File: src/rtl/pipelined_ripple_adder.sv
// Pipelined N-bit carry-ripple adder: one SEG-bit ripple segment per stage, valid/ready on both sides.
// Optional subtract mode (sub port) is built when PIPE_ADDER_SUB_EN is defined.
module pipelined_ripple_adder #(
  parameter int unsigned N   = 64,
  parameter int unsigned SEG = 16
) (
  input  logic         clk,
  input  logic         rst,
  input  logic         in_valid,
  output logic         in_ready,
  input  logic [N-1:0] a,
  input  logic [N-1:0] b,
  input  logic         cin,
`ifdef PIPE_ADDER_SUB_EN
  input  logic         sub,
`endif
  output logic         out_valid,
  input  logic         out_ready,
  output logic [N-1:0] sum,
  output logic         cout
);

  localparam int unsigned S = N / SEG;

  logic         en;
  logic [N-1:0] b_eff;
  logic         c_eff;

`ifdef PIPE_ADDER_SUB_EN
  // a - b is a + ~b + 1; cin is absorbed by the forced carry-in.
  assign b_eff = b ^ {N{sub}};
  assign c_eff = cin | sub;
`else
  assign b_eff = b;
  assign c_eff = cin;
`endif

  // Plain bit-serial ripple over one segment; returns {carry_out, sum}.
  function automatic logic [SEG:0] ripple(input logic [SEG-1:0] x,
                                          input logic [SEG-1:0] y,
                                          input logic           c_in);
    logic [SEG:0]   c;
    logic [SEG-1:0] g;
    logic [SEG-1:0] p;
    logic [SEG-1:0] s;
    g    = x & y;
    p    = x ^ y;
    c    = '0;
    s    = '0;
    c[0] = c_in;
    for (int unsigned i = 0; i < SEG; i++) begin
      c[i+1] = g[i] | (p[i] & c[i]);
      s[i]   = p[i] ^ c[i];
    end
    return {c[SEG], s};
  endfunction

  genvar k;
  generate
    for (k = 0; k < S; k++) begin : g_stage
      logic                  valid_r;
      logic                  carry_r;
      logic [(k+1)*SEG-1:0]  sum_r;
      logic [SEG-1:0]        seg_a;
      logic [SEG-1:0]        seg_b;
      logic                  seg_cin;
      logic                  valid_nxt;
      logic [SEG:0]          seg_res;
      logic [(k+1)*SEG-1:0]  sum_nxt;

      if (k == 0) begin : g_src
        assign seg_a     = a[SEG-1:0];
        assign seg_b     = b_eff[SEG-1:0];
        assign seg_cin   = c_eff;
        assign valid_nxt = in_valid;
      end else begin : g_src
        assign seg_a     = g_stage[k-1].g_opnd.a_r[SEG-1:0];
        assign seg_b     = g_stage[k-1].g_opnd.b_r[SEG-1:0];
        assign seg_cin   = g_stage[k-1].carry_r;
        assign valid_nxt = g_stage[k-1].valid_r;
      end

      assign seg_res = ripple(seg_a, seg_b, seg_cin);

      // New segment lands above the sum bits already resolved upstream.
      if (k == 0) begin : g_sum
        assign sum_nxt = seg_res[SEG-1:0];
      end else begin : g_sum
        assign sum_nxt = {seg_res[SEG-1:0], g_stage[k-1].sum_r};
      end

      always_ff @(posedge clk) begin
        if (rst) begin
          valid_r <= 1'b0;
          carry_r <= 1'b0;
          sum_r   <= '0;
        end else if (en) begin
          valid_r <= valid_nxt;
          carry_r <= seg_res[SEG];
          sum_r   <= sum_nxt;
        end
      end

      // Operand bits not yet consumed; the last stage has none left.
      if (k < S - 1) begin : g_opnd
        logic [N-(k+1)*SEG-1:0] a_r;
        logic [N-(k+1)*SEG-1:0] b_r;
        logic [N-(k+1)*SEG-1:0] a_nxt;
        logic [N-(k+1)*SEG-1:0] b_nxt;

        if (k == 0) begin : g_fwd
          assign a_nxt = a[N-1:SEG];
          assign b_nxt = b_eff[N-1:SEG];
        end else begin : g_fwd
          assign a_nxt = g_stage[k-1].g_opnd.a_r[N-k*SEG-1:SEG];
          assign b_nxt = g_stage[k-1].g_opnd.b_r[N-k*SEG-1:SEG];
        end

        always_ff @(posedge clk) begin
          if (rst) begin
            a_r <= '0;
            b_r <= '0;
          end else if (en) begin
            a_r <= a_nxt;
            b_r <= b_nxt;
          end
        end
      end
    end
  endgenerate

  // One global enable: the whole pipe advances unless the tail is blocked.
  assign out_valid = g_stage[S-1].valid_r;
  assign sum       = g_stage[S-1].sum_r;
  assign cout      = g_stage[S-1].carry_r;
  assign en        = !(out_valid && !out_ready);
  assign in_ready  = en;

endmodule

File: config.mk
export PLATFORM = sky130hd
export DESIGN_NAME = pipelined_ripple_adder
export DESIGN_NICKNAME = d
export VERILOG_FILES = /design/src/rtl/pipelined_ripple_adder.sv
export SDC_FILE = /design/constraint.sdc
export NUM_CORES = 1
export LEC_CHECK = 0
export ABC_AREA = 1
export ABC_CLOCK_PERIOD_IN_PS = 8650
export BUFFER_PORTS_ARGS = -buffer_cell sky130_fd_sc_hd__buf_2
export CORE_MARGIN = 2
export CORE_UTILIZATION = 40
export DETAILED_ROUTE_END_ITERATION = 7
export HOLD_SLACK_MARGIN = 0.05
export PLACE_DENSITY = 0.58
export SLEW_MARGIN = 30
export SYNTH_ARGS = -nofsm -noshare
export SYNTH_HDL_FRONTEND = slang
export SYNTH_SLANG_ARGS = --single-unit
File: constraint.sdc
create_clock -name clk -period 8.65 [get_ports clk]
set_input_delay 0.4325 -clock clk [delete_from_list [all_inputs] [get_ports clk]]
set_output_delay 0.4325 -clock clk [all_outputs]
set_load 0.01 [all_outputs]
# ---- Yosys cells after proc, flatten, opt, wreduce, memory -nomap -nowiden
# Index checks and enable logic that the tools add are counted.
dict set report totals {
  input_bits 133
  wordCells 221
  out_inout_bits 67
  register_bits 360
}
dict set report op_classes {
  n_bitwise 200
  n_reduce_logical 3
}
# operator n
set ops {}
lappend ops {{$and 1x1->1} 64}
lappend ops {{$and 16x16->16} 4}
lappend ops {{$or 1x1->1} 64}
lappend ops {{$xor 1x1->1} 64}
lappend ops {{$xor 16x16->16} 4}
lappend ops {{$logic_not 1->1} 2}
lappend ops {{$logic_and 1x1->1} 1}

# ---- Depth between registers and ports, before layout
dict set report logic_depth {
  ltp_word 33
  ltp_mapped 22
  mapped_depth_nobuf 22
}

# ---- Worst setup path after synthesis
# OpenSTA, ideal clock, no wires.
dict set report synth_timing {
  path_type {input -> register}
  start {in a[0]}
  end {reg g_stage[0].sum_r[15]}
  required_time_ps 8586
  arrival_ps 6600
  setup_slack_ps 1986
  stages 22
  path_buffers 0
  setup_time_ps 64
  path_cell_list {inv_1 > fa_1 > inv_1 > fa_1 > fa_1 > fa_1 > fa_1 > fa_1 > fa_1 > fa_1 > fa_1 > fa_1 > fa_1 > fa_1 > fa_1 > fa_1 > fa_1 > inv_1 > fa_1 > inv_1 > nor2_1 > nor2_1}
}
dict set report synth_via {
  elab_chain_len 32
  word_cells_on_any_way 33
  cone_classes {bitwise (33)}
}
# element line_no
set synth_lines {}
lappend synth_lines {{start, declared} 11} ;# input logic [N-1:0] a,
lappend synth_lines {{$xor 16x16->16} 47} ;# p = x ^ y;
lappend synth_lines {{$and 1x1->1} 52} ;# c[i+1] = g[i] | (p[i] & c[i]);
lappend synth_lines {{$or 1x1->1 (*)} 52}
lappend synth_lines {{$and 1x1->1 (*)} 52}
lappend synth_lines {{$or 1x1->1 (*)} 52}
lappend synth_lines {{$and 1x1->1 (*)} 52}
lappend synth_lines {{$or 1x1->1 (*)} 52}
lappend synth_lines {{$and 1x1->1 (*)} 52}
lappend synth_lines {{[16 not listed]} -}
lappend synth_lines {{$or 1x1->1 (*)} 52}
lappend synth_lines {{$and 1x1->1 (*)} 52}
lappend synth_lines {{$or 1x1->1 (*)} 52}
lappend synth_lines {{$and 1x1->1 (*)} 52}
lappend synth_lines {{$or 1x1->1 (*)} 52}
lappend synth_lines {{$and 1x1->1 (*)} 52}
lappend synth_lines {{$or 1x1->1 (*)} 52}
lappend synth_lines {{$xor 1x1->1 (*)} 53} ;# s[i] = p[i] ^ c[i];
lappend synth_lines {{end signal, assigned} 100} ;# sum_r <= sum_nxt;
lappend synth_lines {{end, declared} 63} ;# logic [(k+1)*SEG-1:0] sum_r;
# Mark *: on every way between the ends. The rest lies on a longest branch, timed or not.
# A chain may end at the register's enable or synchronous reset.

# ---- Worst setup path after layout
dict set report layout_timing {
  start {reg g_stage[1].carry_r}
  end {reg g_stage[2].sum_r[47]}
}
dict set report layout_via {
  elab_chain_len 31
}
# element line_no
set layout_lines {}
lappend layout_lines {{start, declared} 62} ;# logic carry_r;
lappend layout_lines {{start signal, assigned} 99} ;# carry_r <= seg_res[SEG];
lappend layout_lines {{$and 1x1->1} 52}
lappend layout_lines {{$or 1x1->1} 52}
lappend layout_lines {{$and 1x1->1} 52}
lappend layout_lines {{$or 1x1->1} 52}
lappend layout_lines {{$and 1x1->1} 52}
lappend layout_lines {{$or 1x1->1} 52}
lappend layout_lines {{$and 1x1->1} 52}
lappend layout_lines {{$or 1x1->1} 52}
lappend layout_lines {{[15 not listed]} -}
lappend layout_lines {{$or 1x1->1} 52}
lappend layout_lines {{$and 1x1->1} 52}
lappend layout_lines {{$or 1x1->1} 52}
lappend layout_lines {{$and 1x1->1} 52}
lappend layout_lines {{$or 1x1->1} 52}
lappend layout_lines {{$and 1x1->1} 52}
lappend layout_lines {{$or 1x1->1} 52}
lappend layout_lines {{$xor 1x1->1} 53}
lappend layout_lines {{end signal, assigned} 100}
lappend layout_lines {{end, declared} 63}
# No other way between the ends.

==> results by group <==
Critical path
  • Worst path max stage delay: 0.43 ns
  • Top cell by count, worst path: fa_1
  • CP Class: reg -> reg
  • Worst EP arrival: between 7 and 8 ns
  • Req. time, crit path: between 9 and 10 ns
  • CP max stage cell: fa_1
  • Critical path buffers and inverters: 4
  • Critical Path End Type: register
  • CP max FO: 2
  • Setup crit start kind: register
  • CP delay by family, top: adder cells
  • CP Cell Sequence: inv_1 -> fa_1 -> inv_1 -> fa_1 -> fa_1 -> fa_1 -> fa_1 -> fa_1 -> fa_1 -> fa_1 -> fa_1 -> fa_1 -> fa_1 -> fa_1 -> fa_1 -> fa_1 -> fa_1 -> inv_1 -> fa_1 -> inv_1 -> nor2_1 -> nor2_1

Global route
  • GRT Overall Usage: 17.3%
  • Number of global-route vias before repair: about 13k
  • Initial antenna violation count: 3
  • Total gr overflow: 0
  • First-pass GRT wire length: approximately 64 mm
  • Largest net degree at the start of global routing: slightly below 200

Logic synthesis
  • Simple-gate share of the synthesized area: 35.4%
  • Largest family of logic cells by synthesized area: simple AND/OR/NAND/NOR gates
  • EDFF count, synth: 0
  • Top cell type's share of synthesized area: between 40% and 50%
  • Top FF cell, synth: dfxtp_1
  • Sequential area share after synthesis: between 40% and 50%
  • Post-synthesis register bit count: between 300 and 400
  • Post-Synthesis Cells: 2407
  • Post-synth top area cell: dfxtp_1
  • Mux share of post-synthesis cell area: 0%
  • Syn nets: ~2.6k
  • Synth Area in XOR/XNOR: 0%
  • Async S/R FF share, synth: 0%
  • Syn avg cell area: 6.86 sq um
  • Most numerous cell in the Yosys netlist: nor2_1
  • Cell area after synthesis: 16500 sq um
  • List of most frequent post-synthesis cells: 718 x nor2_1, 384 x inv_1, 360 x dfxtp_1, 360 x nand2_1, 359 x nand3_1
  • Synth area leaders: dfxtp_1 44%, nor2_1 16%, nand3_1 11%, inv_1 8.7%, nand2_1 8.2%
  • Post-synthesis compound-gate area fraction: less than 1%
  • Synth cell types: 13
  • Synth Area in Adders: just under 8%
  • Synth warn: 0

Die
  • Die height: 207 um
  • Std cell rows: 74
  • I/O pins: 200
  • Initial core utilization: around 40%
  • Die area: roughly 43000 sq um
  • Core area: 40800 sq um
  • Die W: between 200 and 250 um

Power
  • Max IR drop VDD: 124 uV
  • Pwr Density: 211 nW/um^2
  • Total leakage power: 0.00861 uW

Timing
  • Clock skew: roughly 0.011 ns
  • Slew margin rel.: between 30 and 40%
  • Fin worst setup slack: 1.60 ns
  • RSZ-0062 raised after global routing: false
  • Peak Freq: 142 MHz
  • Fin. Hold Viols: 0
  • Setup TNS: 0 ns
  • Least-Margin Pin Slew: approximately 1.0 ns
  • Crit share post-route: around four fifths
  • Final setup viols: 0
  • Min Tclk post-route: 7.05 ns
  • Final Max Tran Viols: 0

Routing
  • Met2 routed wirelength: about 17 mm
  • TritonRoute pass-1 iters: 5
  • WL/cell: 12.3 um
  • WL met1: roughly 18 mm
  • Vias/cell: between 4 and 5
  • Met3 Routed Length: about 1.6 mm
  • Violation count after the first detailed-route iteration: a little over 900
  • Residual DRC count: 0
  • Detailed-route wire length: 37.6 mm
  • ANT nets after route: 0
  • Routed vias: 13.7k
  • Highest metal used: met5

Placed design
  • GP Congestion: 0.739
  • DP Worst Slack: 1.41 ns
  • Hpwl dp: 21.9 mm
  • Buffers on Ports: around 200
  • Dpl cell area: between 15000 and 20000 sq um

Min path
  • Worst min path class: in -> reg

CTS
  • CTS Hold Bufs: 0
  • TritonCTS Sinks: 360
  • CTS tree: yes
  • Max H-tree Level: 2
  • CTS Buffer Depth: 3
  • Root Buffer: clkbuf_16
  • Clock latency on the worst-skew pair: roughly 0.55 ns
  • Post-cts sizing count: 0
  • Post-CTS Setup Inserts: 0
  • Reg clk slew, reported paths: about 0.060 ns
  • CTS buffer count: 42

Finish
  • Final Net Count: 2701
  • Layout cells sized above 1: a little over a tenth
  • Post-layout util: between 40% and 50%
  • Design Area, Final: around 19000 sq um
  • Area grow syn2layout: 14.7%

Run
  • Max-capacitance violation count: 0

Run status
  • Outcome: complete, no violations
report_power, final:
part / internal (uW) / leakage, uW / switching, uW
registers: 1780 / 0.00297 / 67.1
logic: 176 / 0.00497 / 263
clock network: 1030 / 0.000669 / 690
per-stage QoR:
stage	cells	total power (uW)	hold WS, ns
6_report	3065	4000	0.0965
3_5_place_dp	2992	2320	0.470
2_1_floorplan	2407	2190	0.429
5_1_grt	3064	4210	0.0908
3_3_place_gp	2992	2310	0.462
4_1_cts	3064	4070	0.0579
layer usage:
layer	up-vias	global-route usage, %
li1	7299	-
met1	6148	23.7
met2	216	27.9
met3	51	3.33
met4	2	5.02
met5	-	0
flip-flops by register name, indices dropped and copies added, names as in the netlist:
signal              flops
cout                    1
g_stage.carry_r         3
g_stage.g_opnd.a_r     96
g_stage.g_opnd.b_r     96
g_stage.sum_r          96
g_stage.valid_r         3
out_valid               1
sum                    64
tightest hold or removal path, cell delays in order:
cell	delay (ns)
buf_2	0.07
nor2_1	0.03
nor2_1	0.08
cells in the final DEF, fill, tap and decap left out:
cell       count
a21oi_1        1
buf_12         2
buf_2        199
buf_4          7
buf_6          2
clkbuf_1       9
clkbuf_16     45
clkbuf_8      10
clkinv_2       7
clkinv_4       1
clkinv_8       1
dfxtp_1      359
dfxtp_4        1
diode_2        1
fa_1          64
inv_1        384
inv_2          1
inv_8          1
nand2_1      360
nand3_1      359
nor2_1       718
nor2_4         1
cells by family (layout without fill, tap and decap cells):
family	Yosys count	in the layout
DFF	360	360
buffers and inverters	544	669
adders and majority gates	64	64
other	0	1
and+or+nand+nor	1438	1438
AOI/OAI and AO/OA	1	1
path summary, 6_finish.rpt:
check	from	to	slack, ns	cells past startpoint
max	g_stage[1].carry_r$_SDFFE_PP0N_	g_stage[2].sum_r[47]$_SDFFE_PP0N_	1.60	22
min	a[25]	g_stage[0].g_opnd.a_r[9]$_SDFFE_PP0N_	0.1	3
max reg2reg	g_stage[1].carry_r$_SDFFE_PP0N_	g_stage[2].sum_r[47]$_SDFFE_PP0N_	1.60	22
min reg2reg	g_stage[2].sum_r[40]$_SDFFE_PP0N_	sum[40]$_SDFFE_PP0N_	0.48	2
cell type report:
| class | instances | area [sq um] |
|---|---|---|
| fillers | 4174 | 21900 |
| flip-flops and latches | 360 | 7210 |
| multi-input cells | 1503 | 7140 |
| inverters | 387 | 1470 |
| clock buffers | 64 | 1300 |
| repair buffers | 210 | 1110 |
| well taps | 532 | 666 |
| clock inverters | 8 | 43.8 |
| diodes | 1 | 2.50 |
(Power assumes the default switching activity.)
